--- config.mk ---
export PLATFORM = sky130hd
export DESIGN_NAME = cart_load_ctrl_flat
export DESIGN_NICKNAME = d
export VERILOG_FILES = /design/src/rtl/cart_load_ctrl_if.sv /design/src/rtl/cart_load_ctrl.sv /design/src/flat_wrapper.sv
export SDC_FILE = /design/constraint.sdc
export NUM_CORES = 1
export LEC_CHECK = 0
export BUFFER_PORTS_ARGS = -buffer_cell sky130_fd_sc_hd__buf_4
export CORE_MARGIN = 4
export CORE_UTILIZATION = 52
export CTS_CLUSTER_SIZE = 40
export DETAILED_ROUTE_END_ITERATION = 8
export GPL_TIMING_DRIVEN = 0
export PLACE_DENSITY = 0.86
export RECOVER_POWER = 25
export SLEW_MARGIN = 20
export SYNTH_ARGS = -nofsm -noshare
export SYNTH_HDL_FRONTEND = slang
export SYNTH_SLANG_ARGS = --single-unit
--- constraint.sdc ---
create_clock -name clk_sys -period 2.5 [get_ports clk_sys]
set_clock_uncertainty 0.2 [all_clocks]
set_input_delay 0.25 -clock clk_sys [delete_from_list [all_inputs] [get_ports clk_sys]]
set_output_delay 0.25 -clock clk_sys [all_outputs]
set_load 0.01 [all_outputs]
--- src/rtl/cart_load_ctrl_if.sv ---
// Download stream in from hps_io and registered cart-memory write port out.
interface cart_load_ctrl_if #(
   parameter int ADDR_W = 15
);
   logic              ioctl_download;
   logic              ioctl_wr;
   logic [24:0]       ioctl_addr;
   logic [7:0]        ioctl_dout;
   logic              cart_wr;
   logic [ADDR_W-1:0] cart_addr;
   logic [7:0]        cart_data;

   modport master (
      output ioctl_download, ioctl_wr, ioctl_addr, ioctl_dout,
      input  cart_wr, cart_addr, cart_data
   );

   modport slave (
      input  ioctl_download, ioctl_wr, ioctl_addr, ioctl_dout,
      output cart_wr, cart_addr, cart_data
   );
endinterface

--- src/rtl/cart_load_ctrl.sv ---
// Cartridge load sequencer: forwards ioctl writes to cart memory, grows the address mask,
// flags oversize images and generates core reset. Optional byte checksum: CART_CHECKSUM_EN.
//
// state | meaning
// IDLE  | power-up, waiting for first download
// LOAD  | download active, core held in reset
// HOLD  | core running, counting toward the skip-logo reset
// PULSE | skip-logo reset asserted
// RUN   | normal operation
module cart_load_ctrl #(
   parameter int ADDR_W     = 15,
   parameter int SKIP_DELAY = 5000000,
   parameter int PULSE_LEN  = 1000
) (
   input  logic              clk_sys,
   input  logic              reset,
   cart_load_ctrl_if.slave   bus,
   input  logic              skip_logo,
   output logic [ADDR_W-1:0] cart_mask,
   output logic              oversize,
   output logic              core_reset,
   output logic              loading
`ifdef CART_CHECKSUM_EN
   ,
   output logic [7:0]        cart_sum
`endif
);

   localparam int CNT_W = (SKIP_DELAY > 1) ? $clog2(SKIP_DELAY) : 1;
   localparam logic [CNT_W-1:0] CNT_START = CNT_W'(SKIP_DELAY - 1);
   localparam logic [CNT_W-1:0] CNT_PULSE = CNT_W'(PULSE_LEN);

   typedef enum logic [2:0] {
      IDLE  = 3'd0,
      LOAD  = 3'd1,
      HOLD  = 3'd2,
      PULSE = 3'd3,
      RUN   = 3'd4
   } state_t;

   state_t            state_q, state_d;
   logic [CNT_W-1:0]  cnt_q, cnt_d;
   logic              cart_wr_q, cart_wr_d;
   logic [ADDR_W-1:0] cart_addr_q, cart_addr_d;
   logic [7:0]        cart_data_q, cart_data_d;
   logic [ADDR_W-1:0] mask_q, mask_d;
   logic              ovf_q, ovf_d;
   logic              core_reset_q, core_reset_d;
   logic              loading_q, loading_d;
   logic              in_window;
   logic [ADDR_W-1:0] addr_lo;
`ifdef CART_CHECKSUM_EN
   logic [7:0]        sum_q, sum_d;
`endif

   assign in_window = (bus.ioctl_addr >> ADDR_W) == 25'd0;
   assign addr_lo   = bus.ioctl_addr[ADDR_W-1:0];

   always_comb begin
      state_d     = state_q;
      cnt_d       = cnt_q;
      cart_wr_d   = 1'b0;
      cart_addr_d = cart_addr_q;
      cart_data_d = cart_data_q;
      mask_d      = mask_q;
      ovf_d       = ovf_q;
`ifdef CART_CHECKSUM_EN
      sum_d       = cart_wr_q ? sum_q + cart_data_q : sum_q;
`endif
      case (state_q)
         IDLE: begin
            if (bus.ioctl_download) state_d = LOAD;
         end
         LOAD: begin
            if (bus.ioctl_wr) begin
               if (in_window) begin
                  cart_wr_d   = 1'b1;
                  cart_addr_d = addr_lo;
                  cart_data_d = bus.ioctl_dout;
                  // one bit per write; saturates once every address bit is covered
                  if ((addr_lo & ~mask_q) != '0) mask_d = (mask_q << 1) | ADDR_W'(1);
               end else begin
                  ovf_d = 1'b1;
               end
            end
            if (!bus.ioctl_download) begin
               if (skip_logo) begin
                  state_d = HOLD;
                  cnt_d   = CNT_START;
               end else begin
                  state_d = RUN;
               end
            end
         end
         HOLD: begin
            if (bus.ioctl_download) begin
               state_d = LOAD;
            end else begin
               cnt_d = cnt_q - 1'b1;
               // leave once the decremented count drops below PULSE_LEN
               if (cnt_q <= CNT_PULSE) state_d = PULSE;
            end
         end
         PULSE: begin
            if (bus.ioctl_download) begin
               state_d = LOAD;
            end else if (cnt_q == '0) begin
               state_d = RUN;
            end else begin
               cnt_d = cnt_q - 1'b1;
            end
         end
         RUN: begin
            if (bus.ioctl_download) state_d = LOAD;
         end
         default: state_d = IDLE;
      endcase

      if (state_d == LOAD && state_q != LOAD) begin
         mask_d = '0;
         ovf_d  = 1'b0;
`ifdef CART_CHECKSUM_EN
         sum_d  = 8'd0;
`endif
      end

      core_reset_d = (state_d == LOAD) || (state_d == PULSE);
      loading_d    = (state_d == LOAD);
   end

   always_ff @(posedge clk_sys) begin
      if (reset) begin
         state_q      <= IDLE;
         cnt_q        <= '0;
         cart_wr_q    <= 1'b0;
         cart_addr_q  <= '0;
         cart_data_q  <= 8'd0;
         mask_q       <= '0;
         ovf_q        <= 1'b0;
         core_reset_q <= 1'b1;
         loading_q    <= 1'b0;
`ifdef CART_CHECKSUM_EN
         sum_q        <= 8'd0;
`endif
      end else begin
         state_q      <= state_d;
         cnt_q        <= cnt_d;
         cart_wr_q    <= cart_wr_d;
         cart_addr_q  <= cart_addr_d;
         cart_data_q  <= cart_data_d;
         mask_q       <= mask_d;
         ovf_q        <= ovf_d;
         core_reset_q <= core_reset_d;
         loading_q    <= loading_d;
`ifdef CART_CHECKSUM_EN
         sum_q        <= sum_d;
`endif
      end
   end

   assign bus.cart_wr   = cart_wr_q;
   assign bus.cart_addr = cart_addr_q;
   assign bus.cart_data = cart_data_q;
   assign cart_mask     = mask_q;
   assign oversize      = ovf_q;
   assign core_reset    = core_reset_q;
   assign loading       = loading_q;
`ifdef CART_CHECKSUM_EN
   assign cart_sum      = sum_q;
`endif

endmodule

--- src/flat_wrapper.sv ---
// flat-port wrapper written by rule: the top's interface ports become plain ports
module cart_load_ctrl_flat 
#(
   parameter int ADDR_W     = 15,
   parameter int SKIP_DELAY = 5000000,
   parameter int PULSE_LEN  = 1000
)
  (clk_sys, reset, skip_logo, cart_mask, oversize, core_reset, loading, bus_ioctl_download, bus_ioctl_wr, bus_ioctl_addr, bus_ioctl_dout, bus_cart_wr, bus_cart_addr, bus_cart_data);
  cart_load_ctrl_if #(.ADDR_W(ADDR_W)) bus_i ();
  input  logic clk_sys;
  input  logic reset;
  input  logic skip_logo;
  output logic [ADDR_W-1:0] cart_mask;
  output logic oversize;
  output logic core_reset;
  output logic loading;
  input wire logic [$bits(bus_i.ioctl_download)-1:0] bus_ioctl_download;
  input wire logic [$bits(bus_i.ioctl_wr)-1:0] bus_ioctl_wr;
  input wire logic [$bits(bus_i.ioctl_addr)-1:0] bus_ioctl_addr;
  input wire logic [$bits(bus_i.ioctl_dout)-1:0] bus_ioctl_dout;
  output wire logic [$bits(bus_i.cart_wr)-1:0] bus_cart_wr;
  output wire logic [$bits(bus_i.cart_addr)-1:0] bus_cart_addr;
  output wire logic [$bits(bus_i.cart_data)-1:0] bus_cart_data;
  assign bus_i.ioctl_download = bus_ioctl_download;
  assign bus_i.ioctl_wr = bus_ioctl_wr;
  assign bus_i.ioctl_addr = bus_ioctl_addr;
  assign bus_i.ioctl_dout = bus_ioctl_dout;
  assign bus_cart_wr = bus_i.cart_wr;
  assign bus_cart_addr = bus_i.cart_addr;
  assign bus_cart_data = bus_i.cart_data;
  cart_load_ctrl #(.ADDR_W(ADDR_W), .SKIP_DELAY(SKIP_DELAY), .PULSE_LEN(PULSE_LEN)) u_core (.clk_sys(clk_sys), .reset(reset), .bus(bus_i), .skip_logo(skip_logo), .cart_mask(cart_mask), .oversize(oversize), .core_reset(core_reset), .loading(loading));
endmodule
After elaboration in Yosys (flattened, before gate mapping). Index checks and enable logic that the tools add are counted.

Register bits after elaboration: 68. Bits in latches: 0. Bits in writable memories: 0. Memory bits (read-only): 0. Output and inout port bits: 42. Memories kept: 0.

Add/sub/neg operators: 1. $mul: 0. Div/mod/pow operators: 0. $lt $le $gt $ge: 1. Equal/unequal tests: 12. Shift-type cells: 0. Mux-type cells: 15. Bitwise logic cells: 5. Reduce and logical (&&, ||, !) cells: 14.

Operator list (count): 23-bit 2-to-1 mux (5); 23-bit one-hot mux with 3 select lines (1); 25-bit logical NOT (1); 23-bit by 10-bit <= comparator with 1-bit output (second input constant) (1); 23-bit logical NOT (1); 23-bit by 1-bit subtractor with 23-bit output (second input constant) (1); 3-bit 2-to-1 mux (7); 15-bit AND (1); 15-bit NOT (1); 15-bit nonzero test (1); 3-bit one-hot mux with 4 select lines (1); 2-bit != test (second input constant) (5); 3-bit by 2-bit == test with 1-bit output (second input constant) (3); 3-bit by 1-bit == test with 1-bit output (second input constant) (2); 3-bit AND reduction (2); 6-bit AND reduction (1); 4-bit AND reduction (1); 2-bit OR reduction (2); 3-bit == test (second input constant) (1); 3-bit logical NOT (1); 3-bit by 1-bit != test with 1-bit output (second input constant) (1); 1-bit NOT (3); 3-bit nonzero test (1); 3-bit OR reduction (1); 3 further kinds (3).

Depth between registers and ports, before layout. Gate-level depths: netlist (run 1).

Depth after elaboration: 7. Mapped depth: 9. Mapped depth without buffers: 8.

Least setup slack after synthesis (run 1). No wires, ideal clock.

Kind: register to register. Start point: register u_core.cnt_q[0]. End point: register u_core.cnt_q[15]. Setup time: 0.072 ns. Data arrival time: 2.025 ns. Required time: 2.228 ns. Setup slack: 0.203 ns. Stages on the path, launching flop included: 9. Cells stage by stage: dfxtp_1 > inv_1 > ha_1 > or4b_1 > and4b_1 > a31oi_1 > nand4_1 > or4_1 > a21oi_1.

Word-level cells in the longest chain between the ends: 4.

Ends and longest elaborated chain: start: declaration (RTL line cart_load_ctrl.sv:42) `logic [CNT_W-1:0] cnt_q, cnt_d;`; start signal: assignment (RTL line cart_load_ctrl.sv:147) `cnt_q <= cnt_d;`; 23-bit by 1-bit subtractor with 23-bit output (RTL line cart_load_ctrl.sv:99, cart_load_ctrl.sv:110); 23-bit 2-to-1 mux (RTL line cart_load_ctrl.sv:107) `end else if (cnt_q == '0) begin`; 23-bit 2-to-1 mux (RTL line cart_load_ctrl.sv:105) `if (bus.ioctl_download) begin`; 23-bit one-hot mux with 3 select lines (RTL line cart_load_ctrl.sv:70) `case (state_q)`.

Several ways; a longest one is shown, not always the timed one. The select of a mux whose other input is x is not followed. A chain may end at the register's enable or synchronous reset.

Worst setup path after layout (run 1).
Start point: register u_core.cnt_q[0]. End point: register u_core.cnt_q[5].

Same word-level chain as after synthesis.

==> run_results.csv, run 1 <==
group,metric,value,unit
clocking,cts_num_sinks,68,
pwr,p_clk_frac,0.348,
pwr,leakage,1.705,nW
clocking,h-tree-depth,3,
critical_path,cp-start-kind,"register",
synthesis,synth_top_family_by_area,"simple AND/OR/NAND/NOR gates",
clocking,clk_latency,340,ps
synthesis,ys.flop_type,"dfxtp_1",
floorplanning,dieArea,6964,um^2
global_routing,grt_max_degree,11,
cells_and_area,n_antenna_cell,0,
clocking,clk_path_buf_depth,2,
routing,ant_nets,0,
critical_path,crit_family,"simple AND/OR/NAND/NOR gates",
pwr,power_density,569.8,nW/um^2
global_routing,antenna_found_initial,0,
routing,wl,8366,um
floorplanning,core,5507,um^2
critical_path,crit_fanout,6,
timing,max-slew-margin-rel,0.5060,
global_routing,grt_pass1_wl,13140,um
routing,first_pass_iters,4,
synthesis,synth_mux_area_frac,0.09129,
floorplanning,start_util,0.5376,
global_routing,grt_usage,0.2293,
pwr,pwr-share-comb,0.153,
synthesis,yosysWarnings,0,
global_routing,overflow,0,
synthesis,synth_cells,339,
synthesis,synth_area,2960,um^2
floorplanning,die_w,83.45,um
critical_path,critPathSlowestCell,"or4b_4",
synthesis,synth.top_cell.area_share,0.4598,
critical_path,crit_chain,"inv_2 -> ha_4 -> or4b_4 -> and4b_2 -> a31oi_4 -> buf_6 -> and2_4 -> a311oi_2",
synthesis,yosys.area.top_type,"dfxtp_1",
synthesis,synthAdderAreaFrac,0.008453,
timing,setup_viol,0,
min_path,min_path_type,"input port to register",
synthesis,synth_edf_count,0,
timing,fmax,414.6,MHz
routing,vias,2982,
routing,post_drt_via_cell_ratio,5.605,
pwr,seqPwrFrac,0.498,
synthesis,synth_compound_area_frac,0.1095,
cells_and_area,nets,496,
pwr,intPower,0.001689,W
timing,tightest_slew,741.0,ps
timing,fin_crit,2412,ps
cells_and_area,fillers,394,
pwr,power,0.002303,W
placement,hpwlAfterDp,5511,um
critical_path,worstPathRequired,2560,ps
critical_path,critPathMaxStageDelay,460,ps
clocking,clk_pin_slew,70,ps
timing,worst_hold_slack,74.34,ps
clocking,cts_buffers,9,
synthesis,synth-seq-area-share,0.4598,
synthesis,synth.avg_cell_area,8.733,um^2
clocking,root_buffer,"clkbuf_8",
synthesis,synth.area.top_cells,"dfxtp_1, mux2i_1, nor2_1, xor2_1, a21oi_1",
critical_path,cp_num_buf_inv,2,
job,cap_violations,0,
cells_and_area,layout-drive-gt1-share,0.2130,
synthesis,ys_seq_elements,68,
routing,drc,0,
cells_and_area,syn_to_final_growth,36.52,%
critical_path,worstPathArrival,2470,ps
pwr,switching_share,0.2666,
placement,place_congestion,0.8850,
timing,hold_violations,0,
synthesis,synthSimpleGateAreaFrac,0.2426,
routing,drt_iter0_markers,191,
placement,place.port_buffers,79,
floorplanning,std_cell_rows,27,
critical_path,cp-end-kind,"register",
pwr,peakVddDrop,0.0003416,V
synthesis,synth_cell_type_count,45,
floorplanning,die_y,83.45,um
critical_path,critPathKind,"register to register",
pwr,netSwitchingPower,0.0006139,W
routing,wl_per_cell,15.73,um
clocking,cts_tree,"built",
synthesis,async_flop_share,0,
floorplanning,io_pins,80,
global_routing,grt_pass1_vias,2895,
synthesis,synth_nets,379,
synthesis,synth_xor_xnor_area_share,0.04142,
outcome,outcome,"finished clean",
timing,slew_viol_final,0,
timing,fin_crit_sh,0.9647,
-- cell usage in the layout, fill, tap and decap left out, types with 6 or more instances in the layout --
| cell type | synthesis | layout |
|---|---|---|
| nand3_1 | 10 | 9 |
| clkbuf_1 | 9 | 38 |
| clkbuf_8 | 0 | 11 |
| nor2_1 | 72 | 72 |
| o21ai_0 | 6 | 6 |
| a21oi_1 | 21 | 21 |
| buf_4 | 0 | 63 |
| nand2_1 | 12 | 12 |
| dfxtp_1 | 68 | 66 |
| mux2i_1 | 27 | 27 |
| xor2_1 | 13 | 13 |
| inv_1 | 20 | 18 |
| nor3_1 | 6 | 6 |
| dlygate4sd3_1 | 0 | 16 |
-- synthesized netlist by cell type (all sizes together) (3+ instances only) --
library cell and number:
or3 4, nand2b 4, o22ai 5, nor4 5, a311oi 3, dfxtp 68
and2 3, nand2 12, nor2 73, nor3 8, buf 5, a31oi 7
o31ai 3, mux2i 27, and3 4, o21ai 6, nand4 5, or4 6
xor2 13, clkbuf 9, inv 20, a21oi 21, nand3 11
-- area by class of cell --
type	count	area, um^2	share of cell area
multi-input combinational	237	1510	0.3737
sequential	68	1366	0.3381
timing repair buffer	106	749.5	0.1854
clock buffer	14	162.7	0.04025
tap	72	90.09	0.02229
buffer	14	80.08	0.01981
inverter	20	75.07	0.01858
clock inverter	1	7.507	0.001858
-- tightest hold or removal path: stages --
cell     delay, ps
buf_4           80
nor2_1          30
nand3_1         70
a31oi_1         80
nor2_1          70
-- logic make-up (layout without fill, tap and decap cells) --
group | after synthesis | in the layout
adders and majority gates | 2 | 2
AOI/OAI and AO/OA | 51 | 51
and+or+nand+nor | 143 | 143
DFF | 68 | 68
muxes | 27 | 27
xor gates and xnor gates | 14 | 14
buffers and inverters | 34 | 155
-- registers in the layout, indices dropped and copies added (netlist names) --
signal,flops
u_core.oversize,1
u_core.bus.cart_data,8
u_core.cart_mask,15
u_core.core_reset,1
u_core.bus.cart_wr,1
u_core.cnt_q,23
u_core.bus.cart_addr,15
u_core.state_q,3
u_core.loading,1
-- metal layers --
metal | GRT usage | wire length, um
met5 | 0 | 0
met4 | 0.09942 | 139
met3 | 0.05923 | 566
met2 | 0.4060 | 4373
met1 | 0.2594 | 3286
-- metrics by stage --
stage	instance area, um^2	setup TNS [ps]	cells	worst slack, ps	utilization
2_1_floorplan	2960	0	339	202.7	-
3_3_place_gp	3643	-481.8	490	-93.93	0.6617
3_5_place_dp	3643	-1715	490	-174.7	0.6617
4_1_cts	4018	0	523	13.83	0.7296
5_1_grt	4041	-89.77	532	-24.74	0.7339
6_report	4041	0	532	88.20	0.7339
-- power by group through the flow --
stage	clock (W)	sequential, W	combinational [W]
4_1_cts	0.000815	0.00114	0.000328
6_report	0.000802	0.00115	0.000353
2_1_floorplan	0	0.00116	0.000193
5_1_grt	0.000868	0.00115	0.000386
3_3_place_gp	0	0.00117	0.000284
3_5_place_dp	0	0.00117	0.000290
-- what timing repair did --
action                                  CTS  global route
setup buffers                             2             7
hold endpoints to repair                 17             0
resized for setup                         7            15
hold buffers                             16             0
endpoints found under the setup margin   20            32
pin swaps                                 0             2
cloned                                    0             2
-- final timing paths --
| kind | start | to | slack [ps] | cells past startpoint |
|---|---|---|---|---|
| max | u_core.cnt_q[0]$_SDFFE_PP0P_ | u_core.cnt_q[5]$_SDFFE_PP0P_ | 90 | 8 |
| min | bus_ioctl_addr[23] | u_core.oversize$_SDFFE_PP0P_ | 70 | 5 |
| min reg2reg | u_core.oversize$_SDFFE_PP0P_ | u_core.oversize$_SDFFE_PP0P_ | 280 | 2 |
| max reg2reg | u_core.cnt_q[0]$_SDFFE_PP0P_ | u_core.cnt_q[5]$_SDFFE_PP0P_ | 90 | 8 |
Note: power is estimated with default switching activity, not from simulation.
==> run 2, diff against run 1 <==
- PLACE_DENSITY: 0.86 -> not set
- PLACE_DENSITY_LB_ADDON: not set -> 0.08
==> run 2 against run 1 <==
Effect of this change:
- sequential power hardly changed
- via count decreased by 2.5%
- total power rose by 9.0%
- die area did not move
- wire length down 1.6%
- count of clock-buffer cells in the layout decreased by 4
- non-clock buffer count is 1 lower
- critical endpoint is now u_core.cnt_q[7]$_SDFFE_PP0P_
- critical path type unchanged
- highest routed layer unchanged
- global-route usage increased by 0.78 points
- sequential share of layout area shrank 0.59 points
==> run_results.csv, run 2 (synthesis gave the netlist of run 1 again) <==
group,metric,value,unit
global_routing,overflow,0,
floorplanning,core,5507,um^2
clocking,root_buffer,"clkbuf_8",
critical_path,worstPathRequired,2500,ps
timing,finalWorstSetupSlack,79.19,ps
timing,rsz0062_at_grt,"true",
routing,wl_per_cell,15.47,um
floorplanning,start_util,0.5376,
pwr,seqPwrFrac,0.457,
clocking,h-tree-depth,3,
floorplanning,std_cell_rows,27,
clocking,cts_tree,"built",
routing,post_drt_via_cell_ratio,5.462,
critical_path,startpoint,"u_core.cnt_q[0]$_SDFFE_PP0P_",
floorplanning,io_pins,80,
timing,max-slew-margin-rel,0.5214,
placement,hpwlAfterDp,5504,um
placement,dp_slack,-222.0,ps
critical_path,cp-start-kind,"register",
critical_path,critPathMaxStageDelay,470,ps
cells_and_area,final_core_util,0.7482,
pwr,peakVddDrop,0.0003878,V
placement,place_congestion,0.8869,
critical_path,crit_chain,"inv_4 -> ha_4 -> or4b_4 -> and4b_2 -> a31oi_4 -> buf_4 -> nand3_1 -> xor2_1 -> nor2_1",
routing,vias,2906,
outcome,outcome,"finished clean",
pwr,power_density,608.9,nW/um^2
critical_path,crit_family,"simple AND/OR/NAND/NOR gates",
routing,drc,0,
timing,hold_violations,0,
cells_and_area,fillers,435,
cells_and_area,n_antenna_cell,0,
global_routing,grt_usage,0.2371,
routing,ant_nets,0,
critical_path,critPathKind,"register to register",
min_path,min_path_type,"input port to register",
pwr,intPower,0.001863,W
job,cap_violations,0,
min_path,min_from,"bus_ioctl_addr[2]",
clocking,cts_num_sinks,68,
clocking,cts_buffers,9,
pwr,netSwitchingPower,0.0006463,W
cells_and_area,largest_register_ffs,23,
clocking,clk_pin_slew,70,ps
routing,first_pass_iters,4,
timing,setup_tns,0,ps
cells_and_area,final_cell_mix,"nor2_1, buf_4, dfxtp_1, clkbuf_1, mux2i_1",
cells_and_area,regMostFlops,"u_core.cnt_q",
critical_path,cp_num_buf_inv,2,
routing,drt_iter0_markers,136,
pwr,leakage,1.746,nW
cells_and_area,layout-drive-gt1-share,0.2326,
global_routing,grt_max_degree,13,
cells_and_area,syn_to_final_growth,39.18,%
cells_and_area,final_common_cell,"nor2_1",
cells_and_area,multi_input_area,1524,um^2
critical_path,cp-end-kind,"register",
global_routing,grt_pass1_wl,13480,um
cells_and_area,ff_latch_area,1369,um^2
clocking,clk_path_buf_depth,2,
critical_path,crit-reg2reg-launch,"u_core.cnt_q[0]$_SDFFE_PP0P_",
cells_and_area,nets,495,
timing,fin_crit,2421,ps
timing,fin_crit_sh,0.9683,
floorplanning,die_w,83.45,um
clocking,clk_latency,330,ps
placement,place.port_buffers,79,
timing,slew_viol_final,0,
critical_path,crit_fanout,10,
routing,wl,8232,um
timing,tightest_slew,717.9,ps
critical_path,critPathSlowestCell,"or4b_4",
global_routing,antenna_found_initial,0,
timing,setup_viol,0,
pwr,pwr-share-comb,0.140,
pwr,p_clk_frac,0.403,
pwr,switching_share,0.2576,
timing,worst_hold_slack,27.20,ps
floorplanning,dieArea,6964,um^2
critical_path,worstPathArrival,2420,ps
floorplanning,die_y,83.45,um
global_routing,grt_pass1_vias,2811,
timing,fmax,413.1,MHz
## run 2: what timing repair did
action | CTS | global route
endpoints found under the hold margin | 16 | 0
gates cloned | 1 | 1
gates resized for setup | 10 | 19
buffers inserted | 1 | 8
hold buffers | 15 | 0
pin swaps | 1 | 4
endpoints found under the setup margin | 22 | 34
## run 2: worst register-to-register path: cells and delay by family (launching register included)
family | cells | cell delay (ps)
compound gates | 1 | 160
flops | 1 | 360
fa+ha+maj | 1 | 130
xor+xnor | 1 | 150
buf+inv | 2 | 300
simple gates | 4 | 990
## run 2: path summary, 6_finish.rpt
kind / to / slack (ps) / depth (start not counted)
max: u_core.cnt_q[7]$_SDFFE_PP0P_ / 80 / 9
min: u_core.bus.cart_addr[2]$_SDFFE_PP0P_ / 30 / 3
max reg2reg: u_core.cnt_q[7]$_SDFFE_PP0P_ / 80 / 9
min reg2reg: u_core.bus.cart_addr[3]$_SDFFE_PP0P_ / 290 / 2
## run 2: cell type report
class,instances,area share
Buffer,14,0.01944
Clock buffer,10,0.03340
Clock inverter,6,0.02095
Inverter,20,0.01944
Multi-Input combinational cell,237,0.3699
Sequential cell,68,0.3322
Tap cell,72,0.02186
Timing Repair Buffer,105,0.1828
## run 2: layer usage
| layer | global-route usage | wire, um | share of wire | vias to the layer above |
|---|---|---|---|---|
| met3 | 0.05331 | 471 | 0.057 | 16 |
| met1 | 0.3001 | 3589 | 0.44 | 1383 |
| li1 | - | - | - | 1421 |
| met5 | 0 | 0 | 0 | - |
| met2 | 0.3885 | 3983 | 0.48 | 86 |
| met4 | 0.1023 | 188 | 0.023 | 0 |
## run 2: power groups by stage
stage	combinational (W)	sequential [W]	clock (W)
floorplan	0.000193	0.00116	0
global placement	0.000289	0.00117	0
detailed placement	0.000294	0.00117	0
CTS	0.000328	0.00114	0.00102
global route	0.000384	0.00115	0.00109
finish	0.000351	0.00115	0.00101
## run 2: per-stage QoR
stage	area [um^2]	total power [W]	cells
6_report	4120	0.002509	532
3_5_place_dp	3643	0.001463	490
4_1_cts	4063	0.002497	523
2_1_floorplan	2960	0.001355	339
5_1_grt	4120	0.002623	532
3_3_place_gp	3643	0.001456	490
==> run 3, diff against run 2 <==
- CORE_MARGIN: 4 -> 5
- CORE_UTILIZATION: 52 -> 45
==> run 3 against run 2 <==
Effect of this change:
- register-to-register slack got worse by 30 ps
- via count down 6.0%
- fmax is 1.3% lower
- first-iteration DRC count rose by 8.8%
- worst hold slack improved by 45 ps
- combinational power fell by 1%
- wire length decreased by 5.0%
- setup slack got worse by 31 ps
- die area grew 19%
- cell count is 0.19% higher
- core utilization decreased by 12 points
- critical path type unchanged
- critical endpoint is now u_core.cnt_q[14]$_SDFFE_PP0P_
- highest routed layer unchanged
==> run_results.csv, run 3 (synthesis gave the netlist of run 1 again) <==
group,metric,value,unit
clocking,clk_latency,330,ps
routing,drt_iter0_markers,148,
pwr,switching_share,0.2559,
floorplanning,dieArea,8301,um^2
cells_and_area,layout-drive-gt1-share,0.2171,
global_routing,antenna_found_initial,0,
routing,vias,2733,
pwr,peakVddDrop,0.0003201,V
global_routing,grt_pass1_vias,2640,
routing,wl_per_cell,14.67,um
critical_path,critPathKind,"register to register",
cells_and_area,final_cell_mix,"nor2_1, dfxtp_1, buf_4, clkbuf_1, mux2i_1",
cells_and_area,final_common_cell,"nor2_1",
global_routing,grt_max_degree,13,
min_path,hold_depth,5,
floorplanning,core,6386,um^2
placement,hpwlAfterDp,5586,um
routing,post_drt_via_cell_ratio,5.128,
critical_path,regToRegSetupSlack,50,ps
floorplanning,io_pins,80,
pwr,power_density,619.6,nW/um^2
critical_path,crit_fanout,6,
timing,fin_crit_sh,0.9806,
placement,place.port_buffers,79,
timing,fin_crit,2452,ps
min_path,min_path_type,"input port to register",
timing,hold_violations,0,
clocking,cts_num_sinks,68,
clocking,clk_pin_slew,80,ps
timing,max-slew-margin-rel,0.6236,
cells_and_area,regMostFlops,"u_core.cnt_q",
floorplanning,die_y,91.11,um
clocking,cts_buffers,9,
routing,ant_nets,0,
pwr,seqPwrFrac,0.458,
min_path,min_from,"bus_ioctl_addr[11]",
global_routing,grt_usage,0.1871,
timing,setup_viol,0,
timing,slew_viol_final,0,
outcome,outcome,"finished clean",
pwr,netSwitchingPower,0.0006405,W
cells_and_area,largest_register_ffs,23,
placement,place_congestion,0.8551,
cells_and_area,syn_to_final_growth,36.43,%
critical_path,worstPathArrival,2490,ps
critical_path,cp-end-kind,"register",
cells_and_area,n_antenna_cell,0,
critical_path,crit-reg2reg-launch,"u_core.cnt_q[0]$_SDFFE_PP0P_",
critical_path,cp-start-kind,"register",
timing,fmax,407.9,MHz
clocking,clk_path_buf_depth,2,
min_path,hold_path_end,"u_core.bus.cart_addr[11]$_SDFFE_PP0P_",
pwr,power,0.002502,W
floorplanning,start_util,0.4636,
placement,dp_slack,-168.0,ps
routing,wl,7819,um
timing,finalWorstSetupSlack,48.46,ps
critical_path,worstPathRequired,2540,ps
global_routing,grt_pass1_wl,12810,um
floorplanning,die_w,91.11,um
timing,setup_tns,0,ps
floorplanning,std_cell_rows,29,
clocking,cts_tree,"built",
timing,tightest_slew,559.4,ps
cells_and_area,nets,491,
cells_and_area,instances_no_fill,533,
critical_path,r2r_cells,8,
routing,drc,0,
pwr,p_clk_frac,0.404,
pwr,leakage,1.703,nW
clocking,root_buffer,"clkbuf_8",
pwr,pwr-share-comb,0.138,
placement,placed_cells,495,
routing,first_pass_iters,4,
critical_path,startpoint,"u_core.cnt_q[0]$_SDFFE_PP0P_",
global_routing,overflow,0,
job,cap_violations,0,
pwr,intPower,0.001862,W
critical_path,critical_path.reg2reg.endpoint,"u_core.cnt_q[14]$_SDFFE_PP0P_",
clocking,h-tree-depth,3,
## run 3: changes by cell type in the layout (fill, tap and decap cells not counted), sizes merged
cell	before	now
clkinvlp	1	3
dlygate4sd3	15	16
clkbuf	43	44
inv	21	20
buf	71	65
clkinv	2	1
## run 3: worst max path at each step
stage,to,slack [ps]
6_report,u_core.cnt_q[14]$_SDFFE_PP0P_,50
5_1_grt,u_core.cnt_q[14]$_SDFFE_PP0P_,-50
4_1_cts,u_core.cnt_q[5]$_SDFFE_PP0P_,2
3_5_place_dp,u_core.cnt_q[12]$_SDFFE_PP0P_,-170
3_3_place_gp,u_core.cnt_q[12]$_SDFFE_PP0P_,-210
2_1_floorplan,u_core.cnt_q[15]$_SDFFE_PP0P_,200
## run 3: layout make-up
cell class | count | area [um^2]
inverter | 20 | 75.07
clock buffer | 10 | 137.6
buffer | 14 | 75.07
clock inverter | 6 | 87.58
fill | 569 | 2347
tap | 77 | 96.34
multi-input combinational | 237 | 1501
timing repair buffer | 101 | 701.9
sequential | 68 | 1364
## run 3: what timing repair did
| action | in CTS | in global routing |
|---|---|---|
| buffers inserted | 1 | 4 |
| setup endpoints to repair | 20 | 30 |
| pin swaps | 1 | 2 |
| resized for setup | 7 | 11 |
| hold buffers | 16 | 0 |
| hold endpoints to repair | 17 | 0 |
| cloned | 1 | 0 |
## run 3: critical path: stages (launching register included)
cell,delay [ps]
dfxtp_2,350
inv_2,70
ha_2,170
or4b_4,470
and4b_2,330
a31oi_4,140
buf_6,180
and2_4,180
a311oi_2,280
## run 3: power groups by stage
stage          logic, W  registers (W)  clock network, W
2_1_floorplan  0.000193        0.00116                 0
3_3_place_gp   0.000291        0.00117                 0
3_5_place_dp   0.000293        0.00117                 0
4_1_cts        0.000330        0.00114           0.00103
5_1_grt        0.000383        0.00115           0.00109
6_report       0.000346        0.00115           0.00101
## run 3: metrics by stage
stage	utilization	instance area, um^2	hold slack, ps
after floorplan	-	2960	128.0
final	0.6324	4039	71.76
after detailed placement	0.5715	3650	261.5
after CTS	0.6383	4076	54.38
after global routing	0.6324	4039	116.6
after global placement	0.5715	3650	257.1
## run 3: metal layers
layer,track usage,part of all wire,vias up
met4,0.07579,0.0029,0
li1,-,-,1411
met2,0.2831,0.46,78
met1,0.2564,0.47,1239
met3,0.04463,0.068,5
met5,0,0,-
